===== config.mk =====
export PLATFORM = sky130hd
export DESIGN_NAME = multi_pulse_tracer
export DESIGN_NICKNAME = d
export VERILOG_FILES = /design/src/rtl/multi_pulse_tracer.sv
export SDC_FILE = /design/constraint.sdc
export NUM_CORES = 1
export LEC_CHECK = 0
export ABC_CLOCK_PERIOD_IN_PS = 2620
export CORE_ASPECT_RATIO = 0.6
export CORE_MARGIN = 8
export CORE_UTILIZATION = 36
export CTS_CLUSTER_DIAMETER = 150
export DETAILED_ROUTE_END_ITERATION = 6
export PLACE_DENSITY = 0.57
export SKIP_CTS_REPAIR_TIMING = 1
export SLEW_MARGIN = 20
export SYNTH_ARGS = -nofsm -noshare
export SYNTH_HDL_FRONTEND = slang
export SYNTH_SLANG_ARGS = --single-unit
export TNS_END_PERCENT = 5

===== constraint.sdc =====
create_clock -name clk -period 2.62 [get_ports clk]
set_input_delay 0.786 -clock clk [delete_from_list [all_inputs] [get_ports clk]]
set_output_delay 0.786 -clock clk [all_outputs]
set_load 0.02 [all_outputs]

===== src/rtl/multi_pulse_tracer.sv =====
// Multi-channel glitch filter and edge-event detector: per-channel synchroniser,
// consecutive-sample debounce, mode-qualified one-cycle pulses and saturating event counters.
module multi_pulse_tracer #(
    parameter int unsigned CHANNELS   = 4,
    parameter int unsigned FILTER_LEN = 3,
    parameter int unsigned CNT_W      = 8
) (
    input  logic                      clk,
    input  logic                      rst,
    input  logic [CHANNELS-1:0]       noisy_in,
    input  logic [1:0]                mode,
    input  logic                      cnt_clr,
    output logic [CHANNELS-1:0]       level_out,
    output logic [CHANNELS-1:0]       pulse_out,
    output logic                      any_pulse,
    output logic [CHANNELS*CNT_W-1:0] event_cnt
);

    localparam int unsigned      RUN_W    = $clog2(FILTER_LEN + 1);
    localparam logic [RUN_W-1:0] RUN_LAST = RUN_W'(FILTER_LEN - 1);
    localparam logic [CNT_W-1:0] CNT_MAX  = '1;

    typedef enum logic [1:0] {
        EDGE_RISE = 2'b00,
        EDGE_FALL = 2'b01,
        EDGE_BOTH = 2'b10,
        EDGE_NONE = 2'b11
    } edge_sel_e;

    edge_sel_e mode_sel;

    logic [CHANNELS-1:0] s1_q;
    logic [CHANNELS-1:0] s2_q;
    logic [CHANNELS-1:0] level_q;
    logic [CHANNELS-1:0] level_d;
    logic [CHANNELS-1:0] pulse_q;
    logic [CHANNELS-1:0] pulse_d;
    logic [CHANNELS-1:0] rise_ev;
    logic [CHANNELS-1:0] fall_ev;
    logic                any_q;
    logic [RUN_W-1:0]    run_q [CHANNELS];
    logic [RUN_W-1:0]    run_d [CHANNELS];
    logic [CNT_W-1:0]    cnt_q [CHANNELS];
    logic [CNT_W-1:0]    cnt_d [CHANNELS];

    assign mode_sel = edge_sel_e'(mode);

    always_comb begin
        level_d = level_q;
        pulse_d = '0;
        rise_ev = '0;
        fall_ev = '0;
        for (int unsigned i = 0; i < CHANNELS; i++) begin
            run_d[i] = run_q[i];
            cnt_d[i] = cnt_q[i];
            // A sample matching the current level breaks the streak entirely.
            if (s2_q[i] == level_q[i]) begin
                run_d[i] = '0;
            end else if (run_q[i] == RUN_LAST) begin
                run_d[i]   = '0;
                level_d[i] = s2_q[i];
                rise_ev[i] = s2_q[i];
                fall_ev[i] = ~s2_q[i];
            end else begin
                run_d[i] = run_q[i] + RUN_W'(1);
            end

            pulse_d[i] = (rise_ev[i] && (mode_sel == EDGE_RISE || mode_sel == EDGE_BOTH)) ||
                         (fall_ev[i] && (mode_sel == EDGE_FALL || mode_sel == EDGE_BOTH));

            // A clear coincident with a pulse keeps that pulse's count.
            if (cnt_clr) begin
                cnt_d[i] = pulse_d[i] ? CNT_W'(1) : '0;
            end else if (pulse_d[i] && cnt_q[i] != CNT_MAX) begin
                cnt_d[i] = cnt_q[i] + CNT_W'(1);
            end
        end
    end

    always_ff @(posedge clk or posedge rst) begin
        if (rst) begin
            s1_q    <= '0;
            s2_q    <= '0;
            level_q <= '0;
            pulse_q <= '0;
            any_q   <= 1'b0;
            for (int unsigned i = 0; i < CHANNELS; i++) begin
                run_q[i] <= '0;
                cnt_q[i] <= '0;
            end
        end else begin
            s1_q    <= noisy_in;
            s2_q    <= s1_q;
            level_q <= level_d;
            pulse_q <= pulse_d;
            any_q   <= |pulse_d;
            for (int unsigned i = 0; i < CHANNELS; i++) begin
                run_q[i] <= run_d[i];
                cnt_q[i] <= cnt_d[i];
            end
        end
    end

    assign level_out = level_q;
    assign pulse_out = pulse_q;
    assign any_pulse = any_q;

    always_comb begin
        event_cnt = '0;
        for (int unsigned i = 0; i < CHANNELS; i++) begin
            event_cnt[i*CNT_W +: CNT_W] = cnt_q[i];
        end
    end

endmodule


==> results of run 1 <==
cell usage in the layout, fill, tap and decap left out, types with 9 or more instances in the layout:
master,count
clkdlybuf4s50_1,49
nor2b_1,24
buf_4,13
nor2_1,28
mux2_1,14
nor4_1,14
inv_1,10
dfrtp_1,57
clkbuf_16,9
nand3_1,12
nand2_1,18
cells in the mapped netlist, drive strengths merged, types with 2 or more instances:
cell	count
nor4b	2
nor4	14
and2	3
nor3	3
nand3	12
nand2	18
a2bb2oi	2
o22a	2
a31oi	4
a221o	4
buf	3
o21ai	6
nand2b	8
o311ai	4
clkbuf	6
a21boi	2
ha	6
or3	4
mux2	16
inv	14
nor2	29
o211ai	3
o22ai	2
or4	5
dfrtp	57
and3	3
a21oi	4
nor2b	24
nand4	4
a211oi	8
and4	2
a311oi	5
o31ai	4
registers in the layout, summed over array words and instances (netlist names):
register   flops
level_out      4
s1_q           4
event_cnt     32
any_pulse      1
pulse_out      4
run_q          8
s2_q           4
kinds of logic after synthesis:
kind of cell,count (synthesis)
AOI/OAI and AO/OA,53
and+or+nand+nor,132
buffers and inverters,23
DFF,57
muxes,16
adders and majority gates,6
worst max-delay path, cell delays in order:
cell and delay, ns:
clkdlybuf4s50_1 0.48, inv_1 0.05, ha_1 0.30, inv_2 0.07
o22a_1 0.32, buf_4 0.19, nor3_1 0.18, mux2_1 0.36
per-stage QoR:
stage	hold WS, ns	instances	instance area (sq um)
2_1_floorplan	0.331	287	2910
3_3_place_gp	0.332	450	3630
3_5_place_dp	0.336	450	3630
4_1_cts	0.347	466	3910
5_1_grt	0.359	466	3920
6_report	0.345	466	3920
layout make-up:
| class | instances | share of cell area |
|---|---|---|
| inverter | 14 | 0.0134 |
| clock inverter | 3 | 0.00383 |
| tap | 108 | 0.0345 |
| multi-input combinational | 207 | 0.358 |
| clock buffer | 13 | 0.0664 |
| sequential | 57 | 0.364 |
| timing repair buffer | 64 | 0.160 |
power groups by stage:
stage                     combinational, mW  clock (mW)  sequential, mW
after global routing                  0.670        1.15            1.11
after CTS                             0.614        1.11            1.09
after detailed placement              0.613           0            1.10
final                                 0.618        1.07            1.09
after floorplan                       0.319           0            1.14
after global placement                0.605           0            1.10
layer usage:
layer / vias to the layer above / GRT usage / wire length, microns
li1: 1201 / - / -
met4: 0 / 0.0570 / 93
met1: 1169 / 0.189 / 3750
met5: - / 0 / 0
met3: 8 / 0.0566 / 440
met2: 48 / 0.175 / 2900
worst max path at each step:
stage	slack, ns	to	start
floorplan	0.31	event_cnt[4]	mode[0]
global placement	-0.26	event_cnt[16]	mode[0]
detailed placement	-0.33	event_cnt[16]	mode[0]
CTS	0.02	event_cnt[16]	mode[0]
global route	-0.003	event_cnt[22]	mode[0]
finish	0.09	event_cnt[7]	mode[1]
==> flow_summary.json, run 1 <==
{
  "outcome": "finished, final reports clean",
  "clockBufferDepth": 2,
  "synthArstFlopShare": 1.00,
  "hold_depth": 0,
  "hold_path_end": "s2_q[2]",
  "cts_tree": "done",
  "clock-sinks": 57,
  "p_int_mw": 1.95,
  "place_hpwl_mm": 5.05,
  "crit_required_ns": 2.82,
  "synthDominantCellAreaShare": 0.490,
  "seq_power_share": 0.392,
  "finalCritPeriodShare": 0.967,
  "routedWlPerCell_microns": 15.4,
  "nFillCells": 728,
  "cp-end-kind": "flop",
  "syn_inst": 287,
  "hp-start": "s1_q[2]",
  "max-vdd-ir-drop_mv": 0.397,
  "cts_buffers": 9,
  "fin_crit_ns": 2.53,
  "final_util": 0.499,
  "clock_latency_ns": 0.33,
  "core-area_sq_um": 7850,
  "r2r_slack_ns": 0.78,
  "grt_max_degree": 58,
  "finalPower_mw": 2.77,
  "synth_cell_type_count": 46,
  "die_x_microns": 132,
  "regToRegStartpoint": "event_cnt[16]",
  "num_rows": 25,
  "clock.fmax_mhz": 395,
  "pre_cts_ws_ns": -0.326,
  "routed_wl_mm": 7.19,
  "vias_per_cell": 5.21,
  "synth_xor_area_frac": 0,
  "synthTopCellsByArea": "dfrtp_1 (49%), mux2_1 (5.4%), nor2b_1 (5.2%), nor2_1 (3.6%), nor4_1 (3.0%)",
  "synth_mux_area_frac": 0.0619,
  "finalHoldViolations": 0,
  "synth_fp_nets": 302,
  "synth_area_sq_um": 2910,
  "r2r_end": "event_cnt[20]",
  "critPathMaxFanout": 9,
  "fin_setup_tns_ns": 0,
  "ys_warn_count": 0,
  "drive_gt1_frac": 0.112,
  "multiInputGateArea_sq_um": 1400,
  "initial_core_util": 0.371,
  "synth_top_family_by_area": "simple AND/OR/NAND/NOR gates",
  "yosys.area_share.adder": 0.0258,
  "antenna_found_initial": 0,
  "gr-total-overflow": 0,
  "cts-root-buf": "clkbuf_16",
  "drt_first_iter_violations": 105,
  "critical_path_class": "input pin to flop",
  "die_y_microns": 85.7,
  "portBuffers": 49,
  "gr-usage-all-layers": 0.135,
  "ys.flop_type": "dfrtp_1",
  "num_antenna_cells": 0,
  "drv_slew": 0,
  "cp_data_arrival_time_ns": 2.73,
  "switching_share": 0.299,
  "place.gp.congestion": 0.804,
  "p_sw_mw": 0.829,
  "powerDensity_nw_per_um2": 707,
  "seqCellArea_sq_um": 1430,
  "h-tree-depth": 3,
  "power.leakage_nw": 1.61,
  "area_growth_pct": 34.6,
  "drtAntennaViolNets": 0,
  "rr_worst_depth": 5,
  "syn_avg_cell_area_sq_um": 10.1,
  "dr_total_vias": 2426,
  "synth_top_area_cell": "dfrtp_1",
  "grt_pass1_wl_mm": 12.3,
  "clk_pin_slew_worst_paths_ns": 0.05,
  "worst_pin_slew_ns": 0.474,
  "nets": 368,
  "dieArea_sq_um": 11300,
  "fin_skew_ns": 0.00803,
  "worst_setup_path_start_kind": "input pin",
  "setup_viol": 0,
  "drv_cap": 0,
  "pin_count": 50,
  "setup_ws_ns": 0.0874,
  "combPwrFrac": 0.223,
  "synth-simple-area-share": 0.245,
  "drc_errors": 0,
  "clkPwrFrac": 0.385,
  "slew_headroom": 0.682,
  "grt_pass1_vias": 2363,
  "holdCritPathClass": "flop to flop",
  "ys_seq_area_frac": 0.490,
  "drtPass1Iterations": 4,
  "synth_compound_area_frac": 0.143,
  "synth_seq_cells": 57,
  "synth_edf_count": 0
}
(Power assumes the default switching activity.)
==> inputs of run 2 (changes only) <==
--- a/config.mk
+++ b/config.mk
@@ -5,13 +5,14 @@
 export SDC_FILE = /design/constraint.sdc
 export NUM_CORES = 1
 export LEC_CHECK = 0
+export ABC_AREA = 1
 export ABC_CLOCK_PERIOD_IN_PS = 2620
 export CORE_ASPECT_RATIO = 0.6
 export CORE_MARGIN = 8
 export CORE_UTILIZATION = 36
 export CTS_CLUSTER_DIAMETER = 150
 export DETAILED_ROUTE_END_ITERATION = 6
-export PLACE_DENSITY = 0.57
+export PLACE_DENSITY = 0.56
 export SKIP_CTS_REPAIR_TIMING = 1
 export SLEW_MARGIN = 20
 export SYNTH_ARGS = -nofsm -noshare
==> run 2 against run 1 <==
  * Core utilization is 3.5 points lower
  * Clock skew about the same
  * Routed wire length grew 9.4%
  * Count of clock-buffer cells in the layout down 3
  * Sequential cell count unchanged
  * Clock power increased by 7%
  * Synthesized cell count up 47%
  * Fmax increased by 13%
  * Largest power group is now the clock network
==> flow_summary.json, run 2 <==
{
  "cts_tree": "done",
  "h-tree-depth": 3,
  "clock-sinks": 57,
  "crit_slowest_cell": "clkdlybuf4s50_1",
  "drc_errors": 0,
  "slew_headroom": 0.702,
  "vias_per_cell": 4.65,
  "drt_first_iter_violations": 158,
  "drv_slew": 0,
  "yosysMostFrequentCell": "nand2_1",
  "ys_warn_count": 0,
  "ys_seq_area_frac": 0.436,
  "grt_pass1_vias": 2661,
  "clock.fmax_mhz": 445,
  "synth_seq_cells": 57,
  "cts-root-buf": "clkbuf_16",
  "synthArstFlopShare": 1.00,
  "largest_reg_flops": 32,
  "die_y_microns": 89.9,
  "switching_share": 0.316,
  "synthDominantCellAreaShare": 0.436,
  "layout.cells.most_common": "nand2_1",
  "finalHoldViolations": 0,
  "holdCritPathClass": "flop to flop",
  "place_hpwl_mm": 5.72,
  "drtAntennaViolNets": 0,
  "syn_avg_cell_area_sq_um": 7.76,
  "fin_setup_tns_ns": 0,
  "synth_cell_type_count": 27,
  "antenna_found_initial": 0,
  "routedWlPerCell_microns": 13.1,
  "portBuffers": 49,
  "drtPass1Iterations": 4,
  "p_sw_mw": 0.942,
  "clkPwrFrac": 0.383,
  "outcome": "finished, final reports clean",
  "pin_count": 50,
  "gr-usage-all-layers": 0.132,
  "synthTopCellsByCount": "nand2_1 (149), dfrtp_1 (57), nand3_1 (51)",
  "clockBufferDepth": 2,
  "synth_edf_count": 0,
  "nFillCells": 897,
  "synthTopCellsByArea": "dfrtp_1 (44%), nand2_1 (17%), nand3_1 (7.8%), inv_1 (4.6%), nor2_1 (4.2%)",
  "pre_cts_ws_ns": 0.216,
  "die_x_microns": 139,
  "cp-end-kind": "output port",
  "final_util": 0.464,
  "synth_mux_area_frac": 0,
  "crit_buf_inv": 1,
  "nets": 497,
  "p_int_mw": 2.04,
  "clock_latency_ns": 0.33,
  "setup_viol": 0,
  "finalCritPeriodShare": 0.859,
  "synth-simple-area-share": 0.426,
  "synth_area_sq_um": 3270,
  "routed_wl_mm": 7.86,
  "cpPeakStageDelay_ns": 0.66,
  "area_growth_pct": 27.8,
  "powerDensity_nw_per_um2": 712,
  "yosys.area_share.adder": 0.0229,
  "initial_core_util": 0.363,
  "setup_ws_ns": 0.371,
  "worst_setup_path_start_kind": "flop",
  "crit_required_ns": 1.83,
  "drv_cap": 0,
  "r2r_slack_ns": 1.17,
  "place.gp.congestion": 0.791,
  "num_rows": 27,
  "critical_path_class": "flop to output port",
  "combPwrFrac": 0.237,
  "synth_top_area_cell": "dfrtp_1",
  "num_antenna_cells": 0,
  "seq_power_share": 0.381,
  "synth_top_family_by_area": "simple AND/OR/NAND/NOR gates",
  "rsz0062_at_grt": "false",
  "power.leakage_nw": 1.96,
  "drive_gt1_frac": 0.138,
  "fin_skew_ns": 0.00771,
  "synth_xor_area_frac": 0.0160,
  "mostFrequentLayoutCells": "nand2_1 (149), dfrtp_1 (57), nand3_1 (51), clkdlybuf4s50_1 (49), inv_1 (39)",
  "worst_pin_slew_ns": 0.446,
  "crit_path_cell_trace": "clkdlybuf4s50_1",
  "max-vdd-ir-drop_mv": 0.352,
  "core-area_sq_um": 9020,
  "grt_max_degree": 41,
  "cp_data_arrival_time_ns": 1.46,
  "critical_path.top_delay_family": "buffers and inverters",
  "synth_fp_nets": 437,
  "fin_crit_ns": 2.25,
  "clk_pin_slew_worst_paths_ns": 0.05,
  "synth_compound_area_frac": 0.0199,
  "dr_total_vias": 2792,
  "cts_buffers": 9,
  "gr-total-overflow": 0,
  "grt_pass1_wl_mm": 13.5,
  "syn_inst": 422,
  "dieArea_sq_um": 12500,
  "critPathMaxFanout": 5,
  "ys.flop_type": "dfrtp_1"
}
run 2: worst reg2reg max path, cell delays in order, from the launching register on:
cell	delay, ns
dfrtp_1	0.42
ha_1	0.21
nand2_2	0.07
nor2_2	0.14
nand2_1	0.11
nand3_4	0.16
nand2_4	0.10
nand2_1	0.08
nand2_1	0.05
run 2: cells by family after synthesis:
kind of cell / Yosys count
AND/OR/NAND/NOR: 288
adder cells (fa/ha/maj): 6
AO/OA/AOI/OAI: 12
XOR/XNOR: 6
buffers and inverters: 53
flip-flops: 57
run 2: cell type report:
cell class	count	area, sq um	share of cell area
clock buffer	10	239	0.0571
clock inverter	4	45.0	0.0108
inverter	46	173	0.0413
multi-input combinational	312	1590	0.380
sequential	57	1430	0.341
tap	116	145	0.0347
timing repair buffer	56	568	0.136
run 2: final timing paths:
kind | startpoint | to | depth (start not counted)
hold reg to reg | s1_q[0] | s2_q[0] | 0
hold / removal | s1_q[0] | s2_q[0] | 0
min in group asynchronous | rst | event_cnt[16] | 2
max in group asynchronous | rst | s2_q[0] | 3
setup reg to reg | event_cnt[8] | event_cnt[10] | 8
setup / recovery | event_cnt[20] | event_cnt[20] | 1
run 2: per-layer routing:
layer,GRT usage,up-vias,wire [microns]
met1,0.177,1300,3930
met5,0,-,0
met2,0.185,51,3260
met4,0.0436,0,95
met3,0.0591,11,575
li1,-,1430,-
run 2: power groups by stage:
| stage | registers [mW] | logic [mW] | clock network [mW] |
|---|---|---|---|
| after global routing | 1.16 | 0.785 | 1.21 |
| after global placement | 1.14 | 0.706 | 0 |
| final | 1.13 | 0.706 | 1.14 |
| after CTS | 1.13 | 0.720 | 1.16 |
| after floorplan | 1.21 | 0.395 | 0 |
| after detailed placement | 1.14 | 0.718 | 0 |
run 2: per-stage QoR:
| stage | total power [mW] | cell area, sq um | hold slack, ns | cells |
|---|---|---|---|---|
| CTS | 3.02 | 4190 | 0.350 | 601 |
| global route | 3.15 | 4190 | 0.354 | 601 |
| detailed placement | 1.86 | 3900 | 0.343 | 587 |
| floorplan | 1.60 | 3270 | 0.331 | 422 |
| finish | 2.98 | 4190 | 0.347 | 601 |
| global placement | 1.85 | 3900 | 0.333 | 587 |
